===== src/rtl/hazard_control_pkg.sv =====
// Shared types and constants for the ID-stage hazard controller.
//   slot_t      : one in-flight producer record {valid, writereg, regdest, isload}
//   REG_ZERO    : hard-wired zero register; never a real dependency
//   STALL_CNT_W : width of the saturating stall counter
package hazard_control_pkg;

  localparam logic [4:0] REG_ZERO    = 5'd0;
  localparam int         STALL_CNT_W = 16;

  typedef struct packed {
    logic       valid;
    logic       writereg;
    logic [4:0] regdest;
    logic       isload;
  } slot_t;

  localparam slot_t SLOT_EMPTY = '{valid: 1'b0, writereg: 1'b0, regdest: REG_ZERO, isload: 1'b0};

endpackage


===== src/rtl/hazard_control_match.sv =====
// Dependency check of one ID source operand against one tracked producer.
// Ports:
//   use_src : ID instruction reads this operand
//   addr    : operand register address
//   slot    : producer record (EX or MEM)
//   hit     : producer will write the register this operand reads
module hazard_match
  import hazard_control_pkg::*;
(
  input  logic       use_src,
  input  logic [4:0] addr,
  input  slot_t      slot,
  output logic       hit
);

  // Writes to the zero register are discarded, so they never create a dependency.
  assign hit = use_src && slot.valid && slot.writereg &&
               (slot.regdest == addr) && (slot.regdest != REG_ZERO);

endmodule


===== src/rtl/hazard_control.sv =====
// ID-stage hazard controller for a 5-stage pipeline with branches resolved in ID.
// Tracks the producers now in EX and MEM, detects load-use and branch operand
// hazards, and drives the pipeline hold / flush / bubble / freeze controls.
// Ports:
//   clock, reset        : rising-edge clock, synchronous active-high reset
//   id_*                : decode-stage instruction description
//   mem_busy            : data memory not ready; whole pipeline freezes
//   pc_hold, ifid_hold  : hold PC and IF/ID register
//   ifid_flush          : squash the IF/ID register (taken redirect)
//   idex_bubble         : load NOP controls into ID/EX
//   pipe_freeze         : freeze ID/EX, EX/MEM, MEM/WB
//   stall_count         : saturating count of hazard-stall cycles
// Output priority: reset > mem_busy freeze > hazard stall > redirect > idle.
// All control outputs are combinational; only the slots and counter are registered.
module hazard_control
  import hazard_control_pkg::*;
(
  input  logic                   clock,
  input  logic                   reset,
  input  logic                   id_valid,
  input  logic                   id_usesa,
  input  logic                   id_usesb,
  input  logic [4:0]             id_addra,
  input  logic [4:0]             id_addrb,
  input  logic                   id_branch,
  input  logic                   id_taken,
  input  logic                   id_writereg,
  input  logic [4:0]             id_regdest,
  input  logic                   id_readmem,
  input  logic                   mem_busy,
  output logic                   pc_hold,
  output logic                   ifid_hold,
  output logic                   ifid_flush,
  output logic                   idex_bubble,
  output logic                   pipe_freeze,
  output logic [STALL_CNT_W-1:0] stall_count
);

  slot_t                   ex_slot;
  slot_t                   mem_slot;
  logic [STALL_CNT_W-1:0]  stall_cnt_q;

  logic rs_ex_hit, rt_ex_hit, rs_mem_hit, rt_mem_hit;
  logic load_use_hazard, branch_hazard, stall;

  hazard_match u_match_rs_ex  (.use_src(id_usesa), .addr(id_addra), .slot(ex_slot),  .hit(rs_ex_hit));
  hazard_match u_match_rt_ex  (.use_src(id_usesb), .addr(id_addrb), .slot(ex_slot),  .hit(rt_ex_hit));
  hazard_match u_match_rs_mem (.use_src(id_usesa), .addr(id_addra), .slot(mem_slot), .hit(rs_mem_hit));
  hazard_match u_match_rt_mem (.use_src(id_usesb), .addr(id_addrb), .slot(mem_slot), .hit(rt_mem_hit));

  // ALU consumers get forwarding from EX/MEM, so only a load one ahead hurts.
  // Branches compare in ID, so any EX producer hurts, and a load in MEM still
  // has no data yet. Hits are ORed so a double dependency is one stall.
  always_comb begin
    load_use_hazard = id_valid && !id_branch &&
                      (rs_ex_hit || rt_ex_hit) && ex_slot.isload;
    branch_hazard   = id_valid && id_branch &&
                      ((rs_ex_hit || rt_ex_hit) ||
                       ((rs_mem_hit || rt_mem_hit) && mem_slot.isload));
    stall           = load_use_hazard || branch_hazard;
  end

  always_comb begin
    pc_hold     = 1'b0;
    ifid_hold   = 1'b0;
    ifid_flush  = 1'b0;
    idex_bubble = 1'b0;
    pipe_freeze = 1'b0;
    if (reset) begin
      // Keep a NOP entering ID/EX while the front end is being cleared.
      idex_bubble = 1'b1;
    end else if (mem_busy) begin
      pipe_freeze = 1'b1;
      pc_hold     = 1'b1;
      ifid_hold   = 1'b1;
    end else if (stall) begin
      // A stalled branch has not really resolved; its redirect is ignored.
      pc_hold     = 1'b1;
      ifid_hold   = 1'b1;
      idex_bubble = 1'b1;
    end else if (id_valid && id_taken) begin
      ifid_flush  = 1'b1;
    end
  end

  always_ff @(posedge clock) begin
    if (reset) begin
      ex_slot     <= SLOT_EMPTY;
      mem_slot    <= SLOT_EMPTY;
      stall_cnt_q <= '0;
    end else if (!mem_busy) begin
      mem_slot <= ex_slot;
      if (stall) begin
        ex_slot <= SLOT_EMPTY;
      end else begin
        ex_slot <= '{valid: id_valid, writereg: id_writereg,
                     regdest: id_regdest, isload: id_readmem};
      end
      if (stall && (stall_cnt_q != {STALL_CNT_W{1'b1}})) begin
        stall_cnt_q <= stall_cnt_q + 1'b1;
      end
    end
  end

  assign stall_count = stall_cnt_q;

endmodule


===== config.mk =====
export PLATFORM = sky130hd
export DESIGN_NAME = hazard_control
export DESIGN_NICKNAME = d
export VERILOG_FILES = /design/src/rtl/hazard_control_pkg.sv /design/src/rtl/hazard_control_match.sv /design/src/rtl/hazard_control.sv
export SDC_FILE = /design/constraint.sdc
export NUM_CORES = 1
export LEC_CHECK = 0
export BUFFER_PORTS_ARGS = -buffer_cell sky130_fd_sc_hd__buf_2
export CORE_MARGIN = 2
export CORE_UTILIZATION = 51
export CTS_CLUSTER_SIZE = 25
export DETAILED_ROUTE_END_ITERATION = 6
export PLACE_DENSITY = 0.84
export SYNTH_ARGS = -nofsm -noshare
export SYNTH_HDL_FRONTEND = slang
export SYNTH_SLANG_ARGS = --single-unit

===== constraint.sdc =====
create_clock -name clock -period 2.9 [get_ports clock]
set_clock_uncertainty 0.15 [all_clocks]
set_input_delay 0.29 -clock clock [delete_from_list [all_inputs] [get_ports clock]]
set_output_delay 0.29 -clock clock [all_outputs]
set_load 0.005 [all_outputs]

After elaboration in Yosys (flattened, before gate mapping). Index checks and enable logic that the tools add are counted.

Eq/ne operators: 5. Add/sub/neg operators: 1. Reductions and logical operators: 32. Bitwise logic cells: 1. Muxes and demuxes: 12.

Operator list (number): 1-bit logical AND (24); 5-bit equality test (4); 16-bit by 1-bit adder with 16-bit output (second input constant) (1); 16-bit inequality test (second input constant) (1); 1-bit 2-to-1 mux (11); 5-bit nonzero test (2); 8-bit 2-to-1 mux (1); 1-bit logical OR (4); 2-bit AND reduction (1); 1-bit logical NOT (1); 1-bit inverter (1).

Output and inout port bits: 21. Register bits: 32. Logic and storage cells: 60.

Longest topological paths before layout.
Depth in word-level cells: 12. Gate-level depth with buffers: 8.

Hierarchy. From an unflattened synthesis, not the netlist that was laid out.

Cells, all modules: 200. Area total of the unflattened synthesis: 1811.7 um^2.

By module, submodules not included: hazard_control (cells an instance 160, times used 1, area an instance 1531.5 um^2); hazard_match (cells an instance 10, times used 4, area an instance 70.1 um^2).

Least setup slack after synthesis. No wires, ideal clock.

Path type: register to output. From: register mem_slot[1] in the netlist's numbering. To: output port ifid_flush. Cell stages (with the launch flop): 7. Buffers on the path: 1. Slack: 711 ps. Data arrival time: 1749 ps. Cells stage by stage: dfxtp_1 -> or4_1 -> o2111ai_1 -> o22ai_2 -> buf_6 -> nor3_4 -> and3_1.

Cells in the longest elaborated chain, start to end: 11. Elaborated cells on any way between the ends: 15.

RTL lines: start, declared (RTL line hazard_control.sv:40) `slot_t mem_slot;`; start signal, assigned (RTL line hazard_control.sv:92) `mem_slot <= ex_slot;`; 5-bit equality test (RTL line hazard_control_match.sv:18) `(slot.regdest == addr) && (slot.regdest != REG_ZERO);`; 1-bit logical AND (RTL line hazard_control_match.sv:17) `assign hit = use_src && slot.valid && slot.writereg &&`; 1-bit logical AND (RTL line hazard_control_match.sv:18); 1-bit logical OR (*) (RTL line hazard_control.sv:59) `((rs_mem_hit || rt_mem_hit) && mem_slot.isload));`; 1-bit logical AND (*) (RTL line hazard_control.sv:59); 1-bit logical OR (*) (RTL line hazard_control.sv:58) `((rs_ex_hit || rt_ex_hit) ||`; 1-bit logical AND (*) (RTL line hazard_control.sv:57) `branch_hazard = id_valid && id_branch &&`; 1-bit logical OR (*) (RTL line hazard_control.sv:60) `stall = load_use_hazard || branch_hazard;`; 1-bit 2-to-1 mux (*) (RTL line hazard_control.sv:76) `end else if (stall) begin`; 1-bit 2-to-1 mux (*) (RTL line hazard_control.sv:72) `end else if (mem_busy) begin`; 1-bit 2-to-1 mux (*) (RTL line hazard_control.sv:69) `if (reset) begin`; end, declared (RTL line hazard_control.sv:33) `output logic ifid_flush,`.

Every way passes the cells marked *; elsewhere a longest branch is shown, timed or not.

Worst setup path after layout.
From: register ex_slot[2] in the netlist's numbering. To: output port pc_hold.

Cells in the longest elaborated chain, start to end: 10. Elaborated cells on any way between the ends: 16.

RTL lines: start, declared (RTL line hazard_control.sv:39) `slot_t ex_slot;`; start signal, assigned (RTL line hazard_control.sv:96) `ex_slot <= '{valid: id_valid, writereg: id_writereg,`; 5-bit equality test (RTL line hazard_control_match.sv:18); 1-bit logical AND (RTL line hazard_control_match.sv:17); 1-bit logical AND (RTL line hazard_control_match.sv:18); 1-bit logical OR (*) (RTL line hazard_control.sv:56, hazard_control.sv:58); 1-bit logical AND / 1-bit logical OR (equally long branches) (RTL line hazard_control.sv:55, hazard_control.sv:58); 1-bit logical AND, on equally long branches (RTL line hazard_control.sv:56, hazard_control.sv:57); 1-bit logical OR (*) (RTL line hazard_control.sv:60); 1-bit 2-to-1 mux (*) (RTL line hazard_control.sv:76); 1-bit 2-to-1 mux (*) (RTL line hazard_control.sv:72); 1-bit 2-to-1 mux (*) (RTL line hazard_control.sv:69); end, declared (RTL line hazard_control.sv:31) `output logic pc_hold,`.

Marked as above.

==> run_results.csv <==
group,metric,value,unit
detailed_routing,vias,1489,
cts,clk_pin_slew,110,ps
setup_path,path_class,"register to primary output",
timing,hold_viol,0,
placed_design,numPortBuffers,45,
detailed_routing,drt_iter0_markers,29,
synth,syn_inst,181,
power_and_ir_drop,clockPowerShare,38.0,%
setup_path,cp.required,2460,ps
cts,cts-root-buf,"clkbuf_4",
synth,synth.distinct_cells,37,
power_and_ir_drop,ir_drop,0.0002752,V
power_and_ir_drop,combPwrFrac,10.3,%
layout,regArea,640.6,sq um
power_and_ir_drop,p_leak,0.8395,nW
detailed_routing,drc,0,
setup_path,critical_path_peak_fanout,10,
layout,multiInputGateArea,953.4,sq um
layout,final_nets,256,
run_status,outcome,"completed",
floorplan,coreArea,0.003078,sq mm
layout,diodes,0,
layout,final_cell_mix,"45 x buf_2, 32 x dfxtp_1, 23 x nor2_1",
setup_path,critical_path.slowest_cell,"dfxtp_1",
run,cap_violations,0,
floorplan,fp.dieArea,0.003707,sq mm
detailed_routing,first_pass_iters,4,
synth,netlist_area,0.001650,sq mm
worst_hold_path,min_path_type,"primary input to register",
setup_path,critPathBufInv,2,
setup_path,cp_slowest_stage_delay,480,ps
cts,clk_latency,330,ps
synth,ys_seq_elements,32,
cts,htreeDepth,2,
floorplan,die_y,60.89,um
synth,ys_seq_area_share,38.82,%
global_routing,grt_use_total,21.79,%
detailed_routing,viasPerCell,5.415,
layout,fin_util,64.92,%
setup_path,cp-start-kind,"register",
detailed_routing,wirelength,3.659,mm
power_and_ir_drop,seq_power_share,51.7,%
setup_path,worst_path_most_repeated_cell,"nor2_1",
setup_path,arrival,2130,ps
global_routing,grt_pass1_vias,1395,
detailed_routing,drt-wirelength-per-cell,13.31,um
timing,final_max_slew_viol_count,0,
detailed_routing,ant_nets,0,
layout,synthToLayoutAreaGrowth,21.08,%
timing,setup_violations,0,
timing,fin_tns_setup,0,ps
synth,syn_area_per_cell,9.118,sq um
timing,maxClockFrequency,0.3895,GHz
timing,worst_pin_slew,580.3,ps
power_and_ir_drop,intPower,0.6777,mW
cts,cts_buffer_depth,2,
layout,drive_above_1_share,27.27,%
global_routing,antenna_found_initial,0,
global_routing,grt_max_degree,32,
global_routing,grt_pass1_wl,5.996,mm
setup_path,path_delay_family,"compound AO/OA/AOI/OAI gates",
cts,cts_tree,"built",
synth,syn-num-nets,207,
placed_design,dp_hpwl,2.739,mm
setup_path,crit_path_end_kind,"primary output",
cts,numClockSinks,32,
power_and_ir_drop,power.switching,0.2196,mW
power_and_ir_drop,power_density,449.1,mW/mm^2
timing,period_share,88.52,%
placed_design,gp_congestion,0.8699,
floorplan,start_util,53.62,%
timing,fin_crit,2567,ps
synth,ys_warn_count,0,
global_routing,grt-ovfl-total,0,
cts,cts_setup_buffers,0,
timing,rsz0062_at_grt,"false",
cts,cts_buffers,5,
power_and_ir_drop,swShare,24.47,%
timing,max_slew_margin,61.32,%
layout,nFillCells,288,
layout,final_common_cell,"buf_2",
floorplan,rows,20,
floorplan,die_x,60.89,um
setup_path,path_cells,"xnor2_1 -> nand4_1 -> o22a_1 -> o22ai_2 -> buf_4 -> nor2_1 -> nor2_1 -> buf_2",
floorplan,ios,46,
[layer usage]
| layer | routed length (um) | part of all wire [%] | vias up | GRT usage [%] |
|---|---|---|---|---|
| li1 | - | - | 750 | - |
| met1 | 1748 | 48 | 705 | 27.89 |
| met2 | 1731 | 47 | 30 | 34.56 |
| met3 | 147 | 4.0 | 4 | 7.676 |
| met4 | 32 | 0.87 | 0 | 6.832 |
| met5 | 0 | 0 | - | 0 |
[timing repair]
item | CTS | global route
gates resized for setup | 0 | 0
hold buffers | 0 | 1
hold endpoints to repair | 0 | 1
[path summary, 6_finish.rpt]
kind / startpoint / end / slack [ps] / cells past startpoint
setup / recovery: ex_slot[2] / pc_hold / 330 / 8
hold / removal: id_regdest[3] / ex_slot[4] / 10 / 2
setup reg to reg: ex_slot[2] / stall_count[9] / 530 / 7
hold reg to reg: stall_count[11] / stall_count[11] / 360 / 2
[cell type report]
type,count,share of cell area [%]
clock buffer,5,1.879
multi-input combinational,139,47.71
timing repair buffer,49,12.90
tap,44,2.755
clock inverter,3,2.129
sequential,32,32.06
inverter,3,0.5636
[metrics by stage]
step                power, mW  std cells  instance area [sq um]  hold WS, ps  setup WS, ps
finish                 0.8973        275                   1998        13.45         332.9
global route           0.9307        275                   1998        5.943         186.0
CTS                    0.8995        274                   1988       0.5216         310.9
detailed placement     0.5649        266                   1908        333.1         551.3
global placement       0.5635        266                   1908        325.4         625.9
floorplan              0.5259        181                   1650        265.7         710.8
[power groups by stage]
stage,combinational [mW],clock (mW),sequential (mW)
CTS,0.0914,0.344,0.464
detailed placement,0.0910,0,0.474
finish,0.0923,0.341,0.464
floorplan,0.0566,0,0.469
global route,0.102,0.363,0.465
global placement,0.0901,0,0.473
[sequential cells by signal, summed over array words and instances (netlist names)]
name / count
ex_slot: 8
mem_slot: 8
stall_count: 16
[worst reg2reg max path: cells and delay by family, from the launching register on]
kind                      cells  cell delay, ps
AOI/OAI and AO/OA             3             660
xor gates and xnor gates      1             170
DFF                           1             480
and+or+nand+nor               3             860
[cell usage after synthesis (all sizes together)]
cell	number	area, sq um
o22a	2	17.52
mux2	2	26.27
nand2	11	43.80
mux2i	10	100.1
buf	4	33.78
or3	1	6.260
ha	1	12.51
nor3	4	36.29
a21oi	6	30.03
and3	5	31.28
a21o	1	7.510
o22ai	1	12.51
nor4	1	6.260
nor2	24	92.59
and4	1	8.760
a22o	8	70.07
dfxtp	32	640.6
nand3	10	50.05
inv	3	11.26
clkbuf	3	11.26
o31ai	3	22.52
or4	6	45.04
nor2b	2	12.51
o221ai	1	8.760
nand4	9	56.30
xor2	5	43.79
xnor2	21	183.9
o21ai	2	10.01
o2111ai	1	8.760
and4b	1	10.01
[cell families (layout without fill, tap and decap cells)]
group,Yosys count,count (layout),share of synthesized area [%]
compound gates,25,25,11.37
xor+xnor,26,26,13.80
fa+ha+maj,1,1,0.7580
buf+inv,10,60,3.411
flops,32,32,38.82
mux,12,12,7.657
simple gates,75,75,24.19
(Power assumes the default switching activity.)
